File: config.mk
export PLATFORM = sky130hd
export DESIGN_NAME = debug_data_sender
export DESIGN_NICKNAME = d
export VERILOG_FILES = /design/src/rtl/debug_data_sender.sv
export SDC_FILE = /design/constraint.sdc
export NUM_CORES = 2
export LEC_CHECK = 0
export CAP_MARGIN = 5
export CORE_AREA = 2 2 441 443
export CTS_CLUSTER_DIAMETER = 60
export DETAILED_ROUTE_END_ITERATION = 10
export DIE_AREA = 0 0 443 445
export PLACE_DENSITY_LB_ADDON = 0.1
export SYNTH_ARGS = -nofsm -noshare
export SYNTH_HDL_FRONTEND = slang
export SYNTH_SLANG_ARGS = --single-unit
File: constraint.sdc
create_clock -name clk -period 4.2 [get_ports clk]
set_clock_uncertainty 0.05 [all_clocks]
set_input_delay 0.63 -clock clk [delete_from_list [all_inputs] [get_ports clk]]
set_output_delay 0.63 -clock clk [all_outputs]
set_load 0.02 [all_outputs]
File: src/rtl/debug_data_sender.sv
// -----------------------------------------------------------------------------
// debug_data_sender
//
// Transmit side of the debug unit's send handshake. On a send-start pulse it
// snapshots PC, cycle count and the register file, then streams them followed
// by the live data memory contents to the UART transmitter one byte at a time,
// least-significant byte of each field first. A one-cycle send-done pulse
// follows the last byte's tx-done.
//
// Build option:
//   SENDER_CHECKSUM_EN - when defined, one extra byte holding the XOR of all
//                        payload bytes is sent after the last memory byte.
//
// Ports:
//   clk           system clock
//   rst           synchronous active-low reset
//   i_send_start  one-cycle dump request (accepted in IDLE only)
//   o_send_done   one-cycle pulse after the final byte completes
//   i_pc          current PC
//   i_clk_count   executed cycle count
//   i_rf_regs     flattened register file, reg0 in the low word
//   o_mem_addr    data memory debug read address
//   i_mem_data    data memory read data
//   o_tx_start    one-cycle pulse: UART TX loads o_tx_data
//   o_tx_data     byte to transmit
//   i_tx_done     one-cycle pulse: UART TX finished a byte
//   o_busy        high while a dump is in progress
//
// state     | meaning
// ----------+-----------------------------------------------------------
// IDLE      | waiting for i_send_start
// SNAP      | latch PC / cycle count / register file, reset counters
// TX_LOAD   | present current byte and pulse o_tx_start
// TX_WAIT   | hold byte, wait for i_tx_done, pick next step
// MEM_REQ   | drive o_mem_addr with the current word index
// MEM_LATCH | capture i_mem_data into the word buffer
// CSUM      | (checksum build) present XOR of all payload bytes
// DONE      | pulse o_send_done, drop o_busy
// -----------------------------------------------------------------------------
module debug_data_sender #(
    parameter int UART_BITS        = 8,
    parameter int PC_BITS          = 32,
    parameter int CLK_COUNTER_BITS = 32,
    parameter int PROC_BITS        = 32,
    parameter int RF_REGS_LEN      = 1024,
    parameter int DATA_ADDRS_BITS  = 5
) (
    input  logic                        clk,
    input  logic                        rst,
    input  logic                        i_send_start,
    output logic                        o_send_done,
    input  logic [PC_BITS-1:0]          i_pc,
    input  logic [CLK_COUNTER_BITS-1:0] i_clk_count,
    input  logic [RF_REGS_LEN-1:0]      i_rf_regs,
    output logic [DATA_ADDRS_BITS-1:0]  o_mem_addr,
    input  logic [PROC_BITS-1:0]        i_mem_data,
    output logic                        o_tx_start,
    output logic [UART_BITS-1:0]        o_tx_data,
    input  logic                        i_tx_done,
    output logic                        o_busy
);

    localparam int SNAP_BITS  = PC_BITS + CLK_COUNTER_BITS + RF_REGS_LEN;
    localparam int HDR_BYTES  = SNAP_BITS / UART_BITS;
    localparam int HDR_CNT_W  = (HDR_BYTES > 1) ? $clog2(HDR_BYTES) : 1;
    localparam int WORD_BYTES = PROC_BITS / UART_BITS;
    localparam int WB_CNT_W   = (WORD_BYTES > 1) ? $clog2(WORD_BYTES) : 1;
    localparam int WIDX_W     = DATA_ADDRS_BITS + 1;

    localparam logic [HDR_CNT_W-1:0] HDR_LAST  = HDR_CNT_W'(HDR_BYTES - 1);
    localparam logic [WB_CNT_W-1:0]  WB_LAST   = WB_CNT_W'(WORD_BYTES - 1);
    localparam logic [WIDX_W-1:0]    LAST_WORD = WIDX_W'((1 << DATA_ADDRS_BITS) - 1);

    typedef enum logic [2:0] {
        IDLE,
        SNAP,
        TX_LOAD,
        TX_WAIT,
        MEM_REQ,
        MEM_LATCH,
`ifdef SENDER_CHECKSUM_EN
        CSUM,
`endif
        DONE
    } state_t;

    typedef enum logic [1:0] {
        SEC_HDR,
        SEC_MEM,
        SEC_CSUM
    } sec_t;

    state_t                 state_q;
    sec_t                   sec_q;
    logic [SNAP_BITS-1:0]   snap_q;
    logic [PROC_BITS-1:0]   word_q;
    logic [HDR_CNT_W-1:0]   hdr_cnt_q;
    logic [WB_CNT_W-1:0]    wb_cnt_q;
    logic [WIDX_W-1:0]      word_idx_q;
    logic                   send_done_q;
    logic                   tx_start_q;
    logic [UART_BITS-1:0]   tx_data_q;
    logic [DATA_ADDRS_BITS-1:0] mem_addr_q;
    logic                   busy_q;
`ifdef SENDER_CHECKSUM_EN
    logic [UART_BITS-1:0]   csum_q;
`endif

    // Snapshot and word buffer are shift registers; the byte on air is
    // always the low byte of whichever one is active.
    logic [UART_BITS-1:0] tx_byte_d;
    assign tx_byte_d = (sec_q == SEC_MEM) ? word_q[UART_BITS-1:0]
                                          : snap_q[UART_BITS-1:0];

    always_ff @(posedge clk) begin
        if (!rst) begin
            state_q     <= IDLE;
            sec_q       <= SEC_HDR;
            snap_q      <= '0;
            word_q      <= '0;
            hdr_cnt_q   <= '0;
            wb_cnt_q    <= '0;
            word_idx_q  <= '0;
            send_done_q <= 1'b0;
            tx_start_q  <= 1'b0;
            tx_data_q   <= '0;
            mem_addr_q  <= '0;
            busy_q      <= 1'b0;
`ifdef SENDER_CHECKSUM_EN
            csum_q      <= '0;
`endif
        end else begin
            tx_start_q  <= 1'b0;
            send_done_q <= 1'b0;
            case (state_q)
                IDLE: begin
                    if (i_send_start) begin
                        busy_q  <= 1'b1;
                        state_q <= SNAP;
                    end
                end
                SNAP: begin
                    snap_q     <= {i_rf_regs, i_clk_count, i_pc};
                    hdr_cnt_q  <= HDR_LAST;
                    word_idx_q <= '0;
                    sec_q      <= SEC_HDR;
`ifdef SENDER_CHECKSUM_EN
                    csum_q     <= '0;
`endif
                    state_q    <= TX_LOAD;
                end
                TX_LOAD: begin
                    tx_data_q  <= tx_byte_d;
                    tx_start_q <= 1'b1;
`ifdef SENDER_CHECKSUM_EN
                    csum_q     <= csum_q ^ tx_byte_d;
`endif
                    state_q    <= TX_WAIT;
                end
                TX_WAIT: begin
                    if (i_tx_done) begin
                        case (sec_q)
                            SEC_HDR: begin
                                if (hdr_cnt_q == '0) begin
                                    sec_q   <= SEC_MEM;
                                    state_q <= MEM_REQ;
                                end else begin
                                    snap_q    <= snap_q >> UART_BITS;
                                    hdr_cnt_q <= hdr_cnt_q - HDR_CNT_W'(1);
                                    state_q   <= TX_LOAD;
                                end
                            end
                            SEC_MEM: begin
                                if (wb_cnt_q != '0) begin
                                    word_q   <= word_q >> UART_BITS;
                                    wb_cnt_q <= wb_cnt_q - WB_CNT_W'(1);
                                    state_q  <= TX_LOAD;
                                end else if (word_idx_q == LAST_WORD) begin
`ifdef SENDER_CHECKSUM_EN
                                    state_q <= CSUM;
`else
                                    state_q <= DONE;
`endif
                                end else begin
                                    word_idx_q <= word_idx_q + WIDX_W'(1);
                                    state_q    <= MEM_REQ;
                                end
                            end
                            default: state_q <= DONE;
                        endcase
                    end
                end
                MEM_REQ: begin
                    mem_addr_q <= word_idx_q[DATA_ADDRS_BITS-1:0];
                    state_q    <= MEM_LATCH;
                end
                MEM_LATCH: begin
                    word_q   <= i_mem_data;
                    wb_cnt_q <= WB_LAST;
                    state_q  <= TX_LOAD;
                end
`ifdef SENDER_CHECKSUM_EN
                CSUM: begin
                    tx_data_q  <= csum_q;
                    tx_start_q <= 1'b1;
                    sec_q      <= SEC_CSUM;
                    state_q    <= TX_WAIT;
                end
`endif
                DONE: begin
                    send_done_q <= 1'b1;
                    busy_q      <= 1'b0;
                    state_q     <= IDLE;
                end
                default: state_q <= IDLE;
            endcase
        end
    end

    assign o_send_done = send_done_q;
    assign o_tx_start  = tx_start_q;
    assign o_tx_data   = tx_data_q;
    assign o_mem_addr  = mem_addr_q;
    assign o_busy      = busy_q;

endmodule

; After elaboration in Yosys (flattened, before gate mapping)
; Cells that the tools add are included.
[classes]
add_sub_neg = 3
multipliers = 0
div_mod_pow = 0
magnitude_cmp = 0
eq_ne = 17
shifts = 0
mux = 37
bitwise_logic = 0
n_reduce_logical = 14
[ops]
columns = cell, n
row1 = $mux 1088, 3
row2 = $pmux 1088 s2, 1
row3 = $mux 32, 3
row4 = $pmux 32 s2, 1
row5 = $mux 8, 4
row6 = $mux 6, 4
row7 = $ne 2x2->1 const B, 8
row8 = $pmux 8 s2, 1
row9 = $pmux 3 s5, 1
row10 = $mux 2, 7
row11 = $mux 3, 4
row12 = $pmux 6 s2, 1
row13 = $reduce_and 4->1, 3
row14 = $eq 3x3->1 const B, 3
row15 = $logic_not 8->1, 1
row16 = $pmux 2 s2, 2
row17 = $reduce_bool 2->1, 4
row18 = $sub 8x1->8 const B, 1
row19 = $add 6x1->6 const B, 1
row20 = $eq 3x2->1 const B, 2
row21 = $eq 6x5->1 const B, 1
row22 = $pmux 3 s2, 1
row23 = $reduce_and 5->1, 1
row24 = $reduce_and 2->1, 2
row25 = 9 further kinds, 11
[word_totals]
reg_bits = 1157
latch_bits = 0
ramBits = 0
rom_bits = 0
input_bits = 1124
out_inout_bits = 16
word_cells = 83
memories = 0

; Logic depth before layout (Yosys ltp)
[logic_depth]
word_depth = 6
mapped_depth = 11
mapped_depth_nobuf = 6

; Worst setup path after synthesis
; No wires, ideal clock.
[synth_timing]
path_kind = register to register
from = register hdr_cnt_q[0]
to = register snap_q[930]
setup_time_ns = 0.147
arrival_ns = 2.055
t_required_ns = 4.003
setup_slack_ns = 1.949
path_stages_with_launch = 12
path_buffers = 5
period_less_slack_ns = 2.251
cell_sequence = dfxtp_1 -> inv_1 -> ha_1 -> or3b_1 -> clkbuf_1 -> or2_1 -> clkbuf_1 -> buf_6 -> buf_6 -> buf_6 -> a211oi_2 -> a311oi_2
[synth_between]
elab_chain_len = 3
[synth_lines]
columns = element, line_no
row1 = from (decl), 97  ; logic [HDR_CNT_W-1:0] hdr_cnt_q;
row2 = from (signal assigned), 169  ; hdr_cnt_q <= hdr_cnt_q - HDR_CNT_W'(1);
row3 = $logic_not 8->1, 164  ; if (hdr_cnt_q == '0) begin
row4 = $ne 2x2->1 (no source line), -
row5 = $reduce_and 4->1 (no source line), -
row6 = to (signal assigned), 143  ; snap_q <= {i_rf_regs, i_clk_count, i_pc};
row7 = to (signal assigned), 168  ; snap_q <= snap_q >> UART_BITS;
row8 = to (decl), 95  ; logic [SNAP_BITS-1:0] snap_q;
; Every way passes these cells.
; A chain may end at the register's enable or synchronous reset.

; Worst setup path in the final report
[layout_timing]
from = register hdr_cnt_q[0]
to = register snap_q[868]
; Same word-level chain as after synthesis.

==> results.rst <==
.. list-table::
   :header-rows: 1

   * - Metric
     - Value
   * - HPWL reported at the end of detailed placement
     - 170 mm
   * - Total nets after synthesis
     - 7778
   * - Share of async-settable or async-resettable flops after synthesis
     - 0
   * - Metal2 WL
     - 122 mm
   * - Setup repair after global routing missed its margin
     - false
   * - Count of input and output buffers
     - 1139
   * - Number of remaining DRC errors
     - 0
   * - Least-Margin Pin Slew
     - 1.25 ns
   * - Finish-stage setup viols
     - 0
   * - Fraction of power spent switching nets
     - 0.331
   * - Via density
     - 5.69
   * - CTS-repair resized insts
     - 0
   * - Number of cell rows
     - 161
   * - Pin count of the biggest net entering global routing
     - 173
   * - Internal power component
     - 24.8 mW
   * - Most repeated cell in the gate-level netlist after synthesis
     - nand2_1
   * - Top routing layer in use
     - met5
   * - Number of distinct library cells after synthesis
     - 50
   * - Post-detailed-route wirelength per cell
     - 25.3 um
   * - PwrDens
     - 478 nW/um2
   * - Die area
     - 197000 um2
   * - Minimum clock period after layout
     - 3.18 ns
   * - Max-slew violation count
     - 0
   * - Number of max-cap violations
     - 0
   * - Bufs on Longest Clock Path
     - 3
   * - Final clock period utilization by the worst path
     - 0.758
   * - Routed WL
     - 251 mm
   * - Share of post-route cells with drive strength above 1
     - 0.186
   * - Most used flip-flop cell after synthesis
     - dfxtp_1
   * - Clk Latency, worst-skew pair
     - 0.80 ns
   * - Global-route wire length before repair
     - 372 mm
   * - Category of the worst setup path capture point
     - flip-flop
   * - Area occupied by multi-input gates
     - 32300 um2
   * - TritonCTS clock tree
     - yes
   * - Worst endpoint data arrival time
     - 3.80 ns
   * - Drt first pass iters
     - 5
   * - Max H-tree Level
     - 4
   * - Power share of the combinational group
     - 0.275
   * - Cell types occupying the most area after synthesis
     - dfxtp_1 (39%), a211oi_2 (18%), a311oi_1 (15%), nand2_1 (14%), clkbuf_1 (3.2%)
   * - Final Wtd Congestion
     - 0.844
   * - Per-instance average area after synthesis
     - 8.97 um2
   * - Netlist area before placement
     - 59700 um2
   * - Instance count of the mapped netlist
     - 6650
   * - Library cell occupying the most area in the post-synthesis netlist
     - dfxtp_1
   * - Final-report hold violation count
     - 0
   * - Total I/O pin count
     - 1140
   * - Maximum clock frequency
     - 0.314 GHz
   * - Crit path launch type
     - flip-flop
   * - Final layout net count
     - 8378
   * - Total number of vias
     - 56600
   * - Number of flops mapped to enable cells by yosys
     - 0
   * - Switching power
     - 12.3 mW
   * - Vias in the first global route
     - 55800
   * - Synth-to-Final Area Change
     - 30.0%
   * - X dimension of the die
     - 443 um
   * - Setup total negative slack
     - 0 ns
   * - Worst setup path class
     - reg -> reg
   * - Residual antenna-violating net count after detailed routing
     - 0
   * - Outcome
     - complete, no violations
   * - CTS Root Cell
     - clkbuf_16
   * - Total routing resource utilization after global routing
     - 0.242
   * - Clock transition at the registers of the reported paths
     - 0.06 ns
   * - Floorplan core area
     - 192000 um2
   * - Register Area
     - 23100 um2
   * - CTS sink cnt
     - 1156
   * - Share of synthesized area occupied by flip-flops and latches
     - 0.388
   * - Final total power
     - 37.1 mW
   * - Largest vdd supply drop
     - 0.000379 V
   * - Post-synth top area share
     - 0.388
   * - Worst Path Required
     - 4.82 ns
   * - Relative slew slack
     - 0.163
   * - Leakage power total
     - 25.8 nW
   * - Clock network fraction of design power
     - 0.351
   * - Post-CTS Setup Inserts
     - 0
   * - Worst min path class
     - in -> reg
   * - Antenna violations before repair
     - 93
   * - Chip Height
     - 445 um
   * - Post-route met1 wirelength
     - 108 mm
   * - Total of flip-flops plus latches after synthesis
     - 1156
   * - Sequential power share
     - 0.374
   * - Number of design-rule violations left by the first detailed-router iteration
     - 4680
   * - Filler cell count in the final layout
     - 19300
   * - Overflow left after global routing
     - 0
   * - Biggest fanout along the worst timing path
     - 42
   * - Commonest cells in the synthesized netlist
     - nand2_1 (2234), dfxtp_1 (1156), a311oi_1 (1034)
   * - Number of buffers added to fix hold violations after cts
     - 0
   * - Routed length on met3
     - 11.9 mm
   * - Initial core utilization
     - 0.311
   * - Synthesis Warnings
     - 0
   * - Total CTS buffers
     - 147
[final timing paths]
check | start | endpoint | slack [ns] | depth (start not counted)
max | hdr_cnt_q[0]$_SDFFE_PN0P_ | snap_q[868]$_SDFFE_PN0P_ | 1.02 | 7
max reg2reg | hdr_cnt_q[0]$_SDFFE_PN0P_ | snap_q[868]$_SDFFE_PN0P_ | 1.02 | 7
min | i_rf_regs[1016] | snap_q[1080]$_SDFFE_PN0P_ | 0.34 | 3
min reg2reg | snap_q[9]$_SDFFE_PN0P_ | snap_q[1]$_SDFFE_PN0P_ | 0.42 | 2
[critical path, cell delays in order, from the launching register on]
cell and delay (ns):
dfxtp_1 0.31, inv_1 0.08, ha_1 0.20, or3b_1 0.34, or2_4 0.82, buf_4 0.71, a211oi_2 0.15, a311oi_1 0.31
[per-stage QoR]
| step | setup slack [ns] | util | instance area, um2 | hold WS (ns) | cells |
|---|---|---|---|---|---|
| global route | 0.826 | 0.404 | 77600 | 0.297 | 9946 |
| floorplan | 1.95 | - | 59700 | 0.388 | 6650 |
| global placement | 0.886 | 0.378 | 72500 | 0.400 | 9627 |
| finish | 1.02 | 0.404 | 77600 | 0.336 | 9949 |
| CTS | 0.998 | 0.403 | 77500 | 0.266 | 9894 |
| detailed placement | 0.816 | 0.378 | 72500 | 0.418 | 9627 |
[final cells by class]
type,count,area share
antenna,55,0.00177
clock buffer,217,0.0556
clock inverter,50,0.00777
inverter,10,0.000581
multi-input combinational,4611,0.416
sequential,1156,0.298
tap,2526,0.0407
timing repair buffer,1324,0.179
[flip-flops by register name, indices dropped and copies added (netlist names)]
name	count
snap_q	1088
word_q	32
hdr_cnt_q	8
o_tx_data	8
word_idx_q	6
o_mem_addr	5
state_q	3
wb_cnt_q	2
o_busy	1
o_send_done	1
o_tx_start	1
sec_q	1
[power groups by stage]
stage	clock [mW]	sequential (mW)	combinational (mW)
detailed placement	0	14.0	10.2
global placement	0	14.0	10.1
CTS	13.3	13.8	10.2
floorplan	0	13.7	7.70
global route	13.7	14.0	11.0
finish	13.0	13.9	10.2
[layer usage]
layer	vias up	track usage
li1	26300	-
met1	28100	0.314
met2	1770	0.394
met3	386	0.0374
met4	20	0.114
met5	-	0
[cells in the final DEF, fill, tap and decap left out, types with 6 or more instances in the layout]
cell	count
inv_1	9
a311oi_1	1034
a21oi_1	15
a22oi_1	8
nand2_1	2234
a311oi_2	71
a211oi_2	869
a211oi_1	226
clkbuf_1	37
buf_12	89
mux2i_1	18
clkinv_2	23
bufinv_16	10
o211ai_1	8
clkinv_8	6
clkbuf_8	29
clkdlybuf4s50_1	1139
diode_2	55
clkbuf_16	151
nor2_1	53
dfxtp_1	1156
buf_4	96
[logic make-up after synthesis]
| family | after synthesis | share of synthesized area |
|---|---|---|
| and+or+nand+nor | 2331 | 0.149 |
| DFF | 1156 | 0.388 |
| buffers and inverters | 883 | 0.0722 |
| adders and majority gates | 4 | 0.000839 |
| AOI/OAI and AO/OA | 2258 | 0.387 |
| muxes | 18 | 0.00302 |
Power figures use the tool's default switching activity.
